## src/rtl/rtc_pkg.sv

```systemverilog
// Shared definitions for the real-time clock preset and read paths.
// Holds the binary field widths, the time limits of each field, the BCD digit
// width, the reader state encoding and the field index constants.
// No ports (package).
package rtc_pkg;

    localparam int HH_W = 5;
    localparam int MM_W = 6;
    localparam int SS_W = 6;
    localparam int CS_W = 7;

    localparam int HH_MAX = 23;
    localparam int MM_MAX = 59;
    localparam int SS_MAX = 59;
    localparam int CS_MAX = 99;

    localparam int BCD_DIGIT_W = 4;

    typedef enum logic [1:0] {
        ST_IDLE = 2'd0,
        ST_CONV = 2'd1,
        ST_HOLD = 2'd2
    } rd_state_e;

    localparam logic [1:0] FLD_HH = 2'd0;
    localparam logic [1:0] FLD_MM = 2'd1;
    localparam logic [1:0] FLD_SS = 2'd2;
    localparam logic [1:0] FLD_CS = 2'd3;

endpackage

```

## src/rtl/rtc_time_reader_if.sv

```systemverilog
// Request / result bundle of the RTC time reader.
//   req, hours, minutes, seconds, centis : snapshot request and counter values
//   busy                                 : conversion in progress
//   valid, ready                         : result handshake
//   bcd_time, range_err                  : packed {HH,MM,SS,CS} BCD result + qualifier
// master = requester/consumer side, slave = the reader.
interface rtc_time_reader_if;
    import rtc_pkg::*;

    logic            req;
    logic [HH_W-1:0] hours;
    logic [MM_W-1:0] minutes;
    logic [SS_W-1:0] seconds;
    logic [CS_W-1:0] centis;
    logic            busy;
    logic            valid;
    logic            ready;
    logic [31:0]     bcd_time;
    logic            range_err;

    modport master (
        output req, hours, minutes, seconds, centis, ready,
        input  busy, valid, bcd_time, range_err
    );

    modport slave (
        input  req, hours, minutes, seconds, centis, ready,
        output busy, valid, bcd_time, range_err
    );

endinterface

```

## src/rtl/dd_step.sv

```systemverilog
// One double-dabble iteration for a two-digit BCD pair.
// Ports:
//   bcd_i : current BCD pair {tens, ones}
//   bin_i : remaining binary bits, MSB shifts into the BCD pair
//   bcd_o : add-3-adjusted, left-shifted BCD pair
//   bin_o : binary value shifted left by one
module dd_step
    import rtc_pkg::*;
#(
    parameter int BIN_W = 7
) (
    input  logic [7:0]       bcd_i,
    input  logic [BIN_W-1:0] bin_i,
    output logic [7:0]       bcd_o,
    output logic [BIN_W-1:0] bin_o
);

    logic [BCD_DIGIT_W-1:0] lo_adj;
    logic [BCD_DIGIT_W-1:0] hi_adj;
    logic [BIN_W+7:0]       shifted;

    always_comb begin
        lo_adj = (bcd_i[3:0] >= 4'd5) ? bcd_i[3:0] + 4'd3 : bcd_i[3:0];
        hi_adj = (bcd_i[7:4] >= 4'd5) ? bcd_i[7:4] + 4'd3 : bcd_i[7:4];
        // Inputs never exceed 99, so the bit shifted out of the tens digit is always 0.
        shifted = {hi_adj, lo_adj, bin_i} << 1;
        bcd_o   = shifted[BIN_W+7:BIN_W];
        bin_o   = shifted[BIN_W-1:0];
    end

endmodule

```

## src/rtl/rtc_time_reader.sv

```systemverilog
// Snapshot the binary HH/MM/SS/CS counters on request and convert each field
// serially (HH, MM, SS, CS) to two BCD digits, one double-dabble step per clock.
// The result is offered on a valid/ready handshake 28 cycles after acceptance.
// Ports:
//   CLOCK_50 : system clock, rising edge
//   Clrn     : synchronous active-low reset
//   bus      : rtc_time_reader_if.slave (req, counters, busy, valid/ready, result)
//
// state   | meaning
// --------+-------------------------------------------------------------
// IDLE    | waiting for req; accepts and snapshots the counters
// CONV    | 7 shift-add-3 steps per field, fields back to back
// HOLD    | result valid, held until ready
module rtc_time_reader
    import rtc_pkg::*;
#(
    parameter int BIN_W     = 7,
    parameter int CLAMP_VAL = 99
) (
    input  logic              CLOCK_50,
    input  logic              Clrn,
    rtc_time_reader_if.slave  bus
);

    localparam logic [2:0] ITER_LAST = 3'(BIN_W - 1);

    rd_state_e        state_q, state_d;
    logic [1:0]       field_q, field_d;
    logic [2:0]       iter_q, iter_d;
    logic [7:0]       bcd_q, bcd_d;
    logic [BIN_W-1:0] bin_q, bin_d;
    logic [BIN_W-1:0] snap_mm_q, snap_mm_d;
    logic [BIN_W-1:0] snap_ss_q, snap_ss_d;
    logic [BIN_W-1:0] snap_cs_q, snap_cs_d;
    logic             err_snap_q, err_snap_d;
    logic [23:0]      res_q, res_d;
    logic [31:0]      bcd_time_q, bcd_time_d;
    logic             range_err_q, range_err_d;

    logic [7:0]       step_bcd;
    logic [BIN_W-1:0] step_bin;
    logic             accept;
    logic             iter_tc;
    logic             field_done;
    logic             conv_done;
    logic             busy_o;
    logic             valid_o;

    function automatic logic [BIN_W-1:0] clamp_f(input logic [BIN_W-1:0] v);
        return (int'(v) > 99) ? BIN_W'(CLAMP_VAL) : v;
    endfunction

    dd_step #(.BIN_W(BIN_W)) u_dd_step (
        .bcd_i (bcd_q),
        .bin_i (bin_q),
        .bcd_o (step_bcd),
        .bin_o (step_bin)
    );

    assign accept     = (state_q == ST_IDLE) && bus.req;
    assign iter_tc    = (iter_q == 3'd0);
    assign field_done = (state_q == ST_CONV) && iter_tc;
    assign conv_done  = field_done && (field_q == FLD_CS);

    // State register
    always_ff @(posedge CLOCK_50) begin
        if (!Clrn) begin
            state_q <= ST_IDLE;
        end else begin
            state_q <= state_d;
        end
    end

    // Next state
    always_comb begin
        state_d = state_q;
        unique case (state_q)
            ST_IDLE: if (bus.req)   state_d = ST_CONV;
            ST_CONV: if (conv_done) state_d = ST_HOLD;
            ST_HOLD: if (bus.ready) state_d = ST_IDLE;
            default:                state_d = ST_IDLE;
        endcase
    end

    // Outputs
    always_comb begin
        busy_o  = (state_q == ST_CONV);
        valid_o = (state_q == ST_HOLD);
    end

    assign bus.busy      = busy_o;
    assign bus.valid     = valid_o;
    assign bus.bcd_time  = bcd_time_q;
    assign bus.range_err = range_err_q;

    // Datapath next values
    always_comb begin
        field_d     = field_q;
        iter_d      = iter_q;
        bcd_d       = bcd_q;
        bin_d       = bin_q;
        snap_mm_d   = snap_mm_q;
        snap_ss_d   = snap_ss_q;
        snap_cs_d   = snap_cs_q;
        err_snap_d  = err_snap_q;
        res_d       = res_q;
        bcd_time_d  = bcd_time_q;
        range_err_d = range_err_q;

        if (accept) begin
            bin_d      = clamp_f(BIN_W'(bus.hours));
            snap_mm_d  = clamp_f(BIN_W'(bus.minutes));
            snap_ss_d  = clamp_f(BIN_W'(bus.seconds));
            snap_cs_d  = clamp_f(BIN_W'(bus.centis));
            err_snap_d = (int'(bus.hours)   > HH_MAX) || (int'(bus.minutes) > MM_MAX) ||
                         (int'(bus.seconds) > SS_MAX) || (int'(bus.centis)  > CS_MAX);
            bcd_d      = '0;
            iter_d     = ITER_LAST;
            field_d    = FLD_HH;
        end else if (state_q == ST_CONV) begin
            if (field_done) begin
                // Last step of this field: store its byte and load the next field
                // on the same edge so fields run back to back.
                unique case (field_q)
                    FLD_HH:  res_d[23:16] = step_bcd;
                    FLD_MM:  res_d[15:8]  = step_bcd;
                    FLD_SS:  res_d[7:0]   = step_bcd;
                    default: res_d        = res_q;
                endcase
                unique case (field_q)
                    FLD_HH:  bin_d = snap_mm_q;
                    FLD_MM:  bin_d = snap_ss_q;
                    FLD_SS:  bin_d = snap_cs_q;
                    default: bin_d = '0;
                endcase
                bcd_d   = '0;
                iter_d  = ITER_LAST;
                field_d = field_q + 2'd1;
                if (conv_done) begin
                    bcd_time_d  = {res_q, step_bcd};
                    range_err_d = err_snap_q;
                end
            end else begin
                bcd_d  = step_bcd;
                bin_d  = step_bin;
                iter_d = iter_q - 3'd1;
            end
        end
    end

    always_ff @(posedge CLOCK_50) begin
        if (!Clrn) begin
            field_q     <= '0;
            iter_q      <= '0;
            bcd_q       <= '0;
            bin_q       <= '0;
            snap_mm_q   <= '0;
            snap_ss_q   <= '0;
            snap_cs_q   <= '0;
            err_snap_q  <= 1'b0;
            res_q       <= '0;
            bcd_time_q  <= '0;
            range_err_q <= 1'b0;
        end else begin
            field_q     <= field_d;
            iter_q      <= iter_d;
            bcd_q       <= bcd_d;
            bin_q       <= bin_d;
            snap_mm_q   <= snap_mm_d;
            snap_ss_q   <= snap_ss_d;
            snap_cs_q   <= snap_cs_d;
            err_snap_q  <= err_snap_d;
            res_q       <= res_d;
            bcd_time_q  <= bcd_time_d;
            range_err_q <= range_err_d;
        end
    end

endmodule

```

## src/flat_wrapper.sv

```systemverilog
// flat-port wrapper written by rule: the top's interface ports become plain ports
module rtc_time_reader_flat import rtc_pkg::*;
#(
    parameter int BIN_W     = 7,
    parameter int CLAMP_VAL = 99
)
  (CLOCK_50, Clrn, bus_req, bus_hours, bus_minutes, bus_seconds, bus_centis, bus_ready, bus_busy, bus_valid, bus_bcd_time, bus_range_err);
  rtc_time_reader_if bus_i ();
  input  logic CLOCK_50;
  input  logic Clrn;
  input wire logic [$bits(bus_i.req)-1:0] bus_req;
  input wire logic [$bits(bus_i.hours)-1:0] bus_hours;
  input wire logic [$bits(bus_i.minutes)-1:0] bus_minutes;
  input wire logic [$bits(bus_i.seconds)-1:0] bus_seconds;
  input wire logic [$bits(bus_i.centis)-1:0] bus_centis;
  input wire logic [$bits(bus_i.ready)-1:0] bus_ready;
  output wire logic [$bits(bus_i.busy)-1:0] bus_busy;
  output wire logic [$bits(bus_i.valid)-1:0] bus_valid;
  output wire logic [$bits(bus_i.bcd_time)-1:0] bus_bcd_time;
  output wire logic [$bits(bus_i.range_err)-1:0] bus_range_err;
  assign bus_i.req = bus_req;
  assign bus_i.hours = bus_hours;
  assign bus_i.minutes = bus_minutes;
  assign bus_i.seconds = bus_seconds;
  assign bus_i.centis = bus_centis;
  assign bus_i.ready = bus_ready;
  assign bus_busy = bus_i.busy;
  assign bus_valid = bus_i.valid;
  assign bus_bcd_time = bus_i.bcd_time;
  assign bus_range_err = bus_i.range_err;
  rtc_time_reader #(.BIN_W(BIN_W), .CLAMP_VAL(CLAMP_VAL)) u_core (.CLOCK_50(CLOCK_50), .Clrn(Clrn), .bus(bus_i));
endmodule
```

## config.mk

```make
export PLATFORM = sky130hd
export DESIGN_NAME = rtc_time_reader_flat
export DESIGN_NICKNAME = d
export VERILOG_FILES = /design/src/rtl/rtc_pkg.sv /design/src/rtl/rtc_time_reader_if.sv /design/src/rtl/dd_step.sv /design/src/rtl/rtc_time_reader.sv /design/src/flat_wrapper.sv
export SDC_FILE = /design/constraint.sdc
export NUM_CORES = 1
export LEC_CHECK = 0
export CAP_MARGIN = 20
export CORE_MARGIN = 2
export CORE_UTILIZATION = 57
export CTS_CLUSTER_SIZE = 16
export DETAILED_ROUTE_END_ITERATION = 16
export PLACE_DENSITY_LB_ADDON = 0.05
export SYNTH_ARGS = -nofsm -noshare
export SYNTH_HDL_FRONTEND = slang
export SYNTH_SLANG_ARGS = --single-unit
```

## constraint.sdc

```tcl
create_clock -name CLOCK_50 -period 3 [get_ports CLOCK_50]
set_input_delay 0.3 -clock CLOCK_50 [delete_from_list [all_inputs] [get_ports CLOCK_50]]
set_output_delay 0.3 -clock CLOCK_50 [all_outputs]
set_load 0.005 [all_outputs]
```

==> results.yml, run 1 <==
sta:
  setup_violations: 0
  finalCriticalPeriod_ns: 2.09
  fin_crit_sh_pct: 69.7
  clock.fmax_mhz: 478
  slew_headroom_pct: 56.3
  skew_ns: 0.00885
  setup_ws_ns: 0.908
  rsz0062_at_grt: "false"
  tns_ns: 0
  worst_pin_slew_ns: 0.655
  maxSlewViolCount: 0
  final_hold_viol_count: 0
global_route:
  antenna_found_initial: 0
  grt_pass1_wl_mm: 14.4
  grt_max_degree: 65
  grt_pass1_vias: 3157
  grt_overflow: 0
  grt.total_usage_pct: 24.2
setup_path:
  arrival_ns: 1.79
  r2r_cells: 4
  reg2reg_slack_ns: 1.04
  critPathMaxStageDelay_ns: 0.57
  worstSetupEndpoint: "bus_busy"
  cpMaxStageDelayCell: "dfxtp_1"
  cp_num_buf_inv: 2
  r2r-end: "u_core.res_q[1]"
  worstSetupPathType: "reg2out"
  crit_family: "buffers and inverters"
  cp-end-kind: "primary output"
  crit_path_start: "u_core.state_q[0]"
  path_depth: 3
  cp_max_fo: 13
  cp_cell_sequence: "nand2b_1 > inv_2 > clkdlybuf4s50_1"
  worst_ep_required_time_ns: 2.70
  start_kind: "register"
  r2r_start: "u_core.state_q[0]"
hold_path:
  hp-class: "reg2reg"
cts:
  cts_setup_buffers: 0
  clock-root-buffer: "clkbuf_8"
  clk_latency_ns: 0.37
  clkSinkCount: 99
  h-tree-depth: 3
  cts_tree: "built"
  clk_pin_slew_ns: 0.10
  clockBufferDepth: 2
  cts_buffers: 9
  cts_resized: 0
  cts_hold_buf: 0
yosys:
  yosysTopAreaCellShare_pct: 50.0
  synthCells: 470
  synth-edff-count: 0
  ys_warn_count: 0
  yosys-top-cells-area: "dfxtp_1 (50%), nand2_1 (10%), a21oi_1 (7.8%)"
  syn_area_per_cell_um2: 8.43
  yosysSeqAreaShare_pct: 50.0
  yosys.area.top_type: "dfxtp_1"
  synth_nets: 509
  yosys-top-cells-count: "nand2_1 (110), dfxtp_1 (99), a21oi_1 (62), nor2_1 (37)"
  async_reset_ff_share_pct: 0
  yosysMostFrequentCell: "nand2_1"
  synth-main-ff-cell: "dfxtp_1"
  synthDistinctLibCells: 37
  ys_ff_latch: 99
  syn_area_um2: 3960
floorplanning:
  die_area_um2: 7630
  coreArea_um2: 6760
  initial_utilization_pct: 58.6
  ioPinCount: 63
  num_rows: 30
  die_y_um: 87.4
  die_w_um: 87.4
finish:
  antenna_cells: 0
  nFillCells: 575
  multi_input_area_um2: 1790
  regArea_um2: 1980
  syn2layout_area_growth_pct: 20.8
  nNetsFinal: 559
  drive_gt1_share_pct: 5.33
routing:
  ant_nets: 0
  vias: 3432
  first_pass_iters: 5
  drt_iter0_markers: 257
  route.detailed.drc: 0
  vias_per_cell: 5.67
  wl_per_cell_um: 14.4
  drt_wl_total_mm: 8.74
pwr:
  power_frac_seq_pct: 55.4
  p_per_area_nw_per_um2: 517
  leakagePower_nw: 1.64
  switchingPower_w: 0.000620
  internal_power_w: 0.00185
  swShare_pct: 25.1
  combinationalPowerShare_pct: 8.3
  clkPwrFrac_pct: 36.2
  peakVddDrop_uv: 275
placed_design:
  dp_slack_ns: 1.09
  place_congestion: 0.903
  portBuffers: 62
  dp_hpwl_mm: 6.06
job:
  drv_cap: 0
status:
  status: "complete, no violations"
-- worst reg2reg max path, stage by stage (launching register included) --
cell      delay (ns)
dfxtp_1         0.57
and4bb_1        0.42
and2_1          0.49
nand2_1         0.21
o22ai_1         0.19
-- how the worst min path moves through the flow --
stage                             from                      end  slack (ns)  depth (start not counted)
6_report       u_core.bus.bcd_time[20]  u_core.bus.bcd_time[20]        0.46                          2
3_3_place_gp       u_core.snap_cs_q[2]      u_core.snap_cs_q[2]        0.44                          2
2_1_floorplan        u_core.err_snap_q     u_core.bus.range_err        0.43                          2
3_5_place_dp   u_core.bus.bcd_time[20]  u_core.bus.bcd_time[20]        0.45                          2
5_1_grt        u_core.bus.bcd_time[20]  u_core.bus.bcd_time[20]        0.47                          2
4_1_cts        u_core.bus.bcd_time[20]  u_core.bus.bcd_time[20]        0.46                          2
-- registers in the layout, indices dropped and copies added, names as in the netlist --
| name | count |
|---|---|
| u_core.bus.bcd_time | 32 |
| u_core.res_q | 24 |
| u_core.bcd_q | 8 |
| u_core.bin_q | 7 |
| u_core.snap_cs_q | 7 |
| u_core.snap_mm_q | 6 |
| u_core.snap_ss_q | 6 |
| u_core.iter_q | 3 |
| u_core.field_q | 2 |
| u_core.state_q | 2 |
| u_core.bus.range_err | 1 |
| u_core.err_snap_q | 1 |
-- layout make-up --
cell class	instances	share of cell area, %
Sequential cell	99	41.4
Multi-Input combinational cell	330	37.3
Timing Repair Buffer	69	14.1
Clock buffer	10	2.87
Tap cell	80	2.09
Clock inverter	6	1.44
Inverter	11	0.862
-- metrics by stage --
| stage | utilization (%) | instances | total power [W] | cell area [um2] | hold WS, ns |
|---|---|---|---|---|---|
| 2_1_floorplan | - | 470 | 0.00153 | 3960 | 0.429 |
| 3_3_place_gp | 67.8 | 589 | 0.00160 | 4580 | 0.438 |
| 3_5_place_dp | 67.8 | 589 | 0.00161 | 4580 | 0.445 |
| 4_1_cts | 70.9 | 605 | 0.00248 | 4790 | 0.458 |
| 5_1_grt | 70.9 | 605 | 0.00256 | 4790 | 0.474 |
| 6_report | 70.9 | 605 | 0.00247 | 4790 | 0.457 |
-- cell usage in the layout, fill, tap and decap left out, drive strengths merged, types with 4 or more instances in the layout --
master / netlist / routed
nand2: 110 / 110
dfxtp: 99 / 99
a21oi: 62 / 62
clkdlybuf4s50: 0 / 62
nor2: 37 / 37
o21ai: 15 / 15
o22ai: 15 / 15
a211oi: 14 / 14
inv: 11 / 13
ha: 11 / 11
clkbuf: 7 / 10
nand3: 9 / 9
nand2b: 8 / 8
a222oi: 7 / 7
buf: 23 / 7
and2: 6 / 6
nor3: 5 / 5
a22o: 4 / 4
-- cell families (layout without fill, tap and decap cells) --
kind of cell    Yosys count  after routing  synth area share, %
xor+xnor                  3              3                0.663
flops                    99             99                 50.0
simple gates            182            182                 19.3
fa+ha+maj                11             11                 3.47
mux                       5              5                 1.33
compound gates          129            129                 20.3
buf+inv                  41             96                 4.93
-- layer usage --
metal | GRT usage (%) | vias to the layer above | share of wire [%]
li1 | - | 1726 | -
met1 | 29.7 | 1596 | 44
met2 | 42.2 | 95 | 50
met3 | 3.22 | 15 | 4.0
met4 | 10.2 | 0 | 2.0
met5 | 0 | - | 0
-- power by group through the flow --
stage / Combinational (W) / Clock [W] / Sequential (W)
floorplan: 0.000137 / 0 / 0.00139
global placement: 0.000203 / 0 / 0.00140
detailed placement: 0.000206 / 0 / 0.00140
CTS: 0.000207 / 0.000905 / 0.00137
global route: 0.000230 / 0.000954 / 0.00138
finish: 0.000206 / 0.000896 / 0.00137
Power figures use the tool's default switching activity.
==> inputs of run 2 (changes only) <==
Settings changed: CORE_UTILIZATION 57 to 53.
Clock period 3 ns to 2.1 ns, I/O delays scaled along.
==> results.yml, run 2 (synthesized netlist as in run 1, its figures left out) <==
status:
  status: "complete, no violations"
sta:
  setup_ws_ns: 0.196
  finalHoldWorstSlack_ns: 0.399
  setup_violations: 0
  maxSlewViolCount: 0
  fin_crit_sh_pct: 90.7
  final_hold_viol_count: 0
  slew_headroom_pct: 58.8
  finalCriticalPeriod_ns: 1.90
  tns_ns: 0
  worst_pin_slew_ns: 0.613
  skew_ns: 0.0105
  clock.fmax_mhz: 525
  rsz0062_at_grt: "false"
pwr:
  clkPwrFrac_pct: 36.0
  swShare_pct: 24.9
  switchingPower_w: 0.000882
  p_total_w: 0.00354
  p_per_area_nw_per_um2: 725
  peakVddDrop_uv: 365
  power_frac_seq_pct: 55.3
  combinationalPowerShare_pct: 8.8
  leakagePower_nw: 1.67
  internal_power_w: 0.00266
floorplanning:
  die_y_um: 90.5
  die_area_um2: 8180
  die_w_um: 90.5
  coreArea_um2: 7250
  ioPinCount: 63
  initial_utilization_pct: 54.6
  num_rows: 31
hold_path:
  hp-class: "in2reg"
routing:
  drt_iter0_markers: 175
  vias: 3444
  wl_per_cell_um: 14.3
  route.detailed.drc: 0
  ant_nets: 0
  vias_per_cell: 5.49
  first_pass_iters: 6
  drt_wl_total_mm: 8.96
job:
  drv_cap: 0
cts:
  h-tree-depth: 3
  clock-root-buffer: "clkbuf_8"
  clk_pin_slew_ns: 0.10
  clk_latency_ns: 0.35
  cts_hold_buf: 0
  cts_resized: 0
  cts_buffers: 9
  clkSinkCount: 99
  cts_tree: "built"
  cts_setup_buffers: 0
  clockBufferDepth: 2
global_route:
  grt.total_usage_pct: 22.6
  grt_max_degree: 63
  antenna_found_initial: 0
  grt_pass1_vias: 3226
  grt_overflow: 0
  grt_pass1_wl_mm: 15.1
finish:
  largest_reg_flops: 32
  layout_common_cells: "nand2_1 (110), dfxtp_1 (99), a21oi_1 (62), clkdlybuf4s50_1 (62), nor2_1 (37)"
  syn2layout_area_growth_pct: 23.1
  nNetsFinal: 562
  drive_gt1_share_pct: 5.87
  antenna_cells: 0
  final_common_cell: "nand2_1"
setup_path:
  start_kind: "register"
  cpMaxStageDelayCell: "and2_1"
  cp-end-kind: "register"
  arrival_ns: 2.18
  critPathMaxStageDelay_ns: 0.48
  cp_cell_sequence: "inv_1 > ha_1 > and4bb_1 > and2_1 > nand2_1 > o22ai_1"
  worst_ep_required_time_ns: 2.38
  cp_max_fo: 13
  worstSetupPathType: "reg2reg"
placed_design:
  dp_hpwl_mm: 6.28
  portBuffers: 62
  dp_slack_ns: 0.214
  place_congestion: 0.879
-- run 2: layout make-up --
| class | instances | area, um2 |
|---|---|---|
| clock buffers | 10 | 138 |
| clock inverters | 6 | 73.8 |
| fillers | 622 | 2380 |
| inverters | 11 | 41.3 |
| multi-input cells | 330 | 1790 |
| flip-flops and latches | 99 | 1980 |
| well taps | 99 | 124 |
| repair buffers | 72 | 733 |
-- run 2: final timing paths --
path	from	endpoint	depth (start not counted)	slack, ns
setup / recovery	u_core.iter_q[0]	u_core.res_q[1]	6	0.20
hold / removal	bus_minutes[1]	u_core.snap_mm_q[1]	3	0.40
setup reg to reg	u_core.iter_q[0]	u_core.res_q[1]	6	0.20
hold reg to reg	u_core.res_q[5]	u_core.bus.bcd_time[13]	2	0.46
-- run 2: routing by layer --
metal,GRT usage (%),up-vias,wire [um]
li1,-,1732,-
met4,11.0,0,251
met1,27.3,1591,3950
met2,38.9,100,4380
met3,3.67,21,387
met5,0,-,0
-- run 2: metrics by stage --
stage                     area, um2  util, %  std cells
after detailed placement       4670     64.3        611
after CTS                      4880     67.2        627
final                          4880     67.2        627
after floorplan                3960        -        470
after global routing           4880     67.2        627
after global placement         4670     64.3        611
-- run 2: critical path: cells and delay by family (launching register included) --
family | cells | cell delay [ns]
AND/OR/NAND/NOR | 3 | 1.03
flip-flops | 1 | 0.32
adder cells (fa/ha/maj) | 1 | 0.19
AO/OA/AOI/OAI | 1 | 0.18
buffers and inverters | 1 | 0.09
-- run 2: power by group through the flow --
stage | combinational, W | sequential [W] | clock [W]
after global routing | 0.000343 | 0.00196 | 0.00136
after CTS | 0.000310 | 0.00195 | 0.00128
after floorplan | 0.000195 | 0.00199 | 0
after global placement | 0.000302 | 0.00200 | 0
final | 0.000310 | 0.00196 | 0.00127
after detailed placement | 0.000309 | 0.00200 | 0
==> inputs of run 3 (changes only) <==
Settings changed: SLEW_MARGIN set to 20.
==> results of run 3 <==
Same layout as run 2: the final DEF is identical, and so are final timing and power.
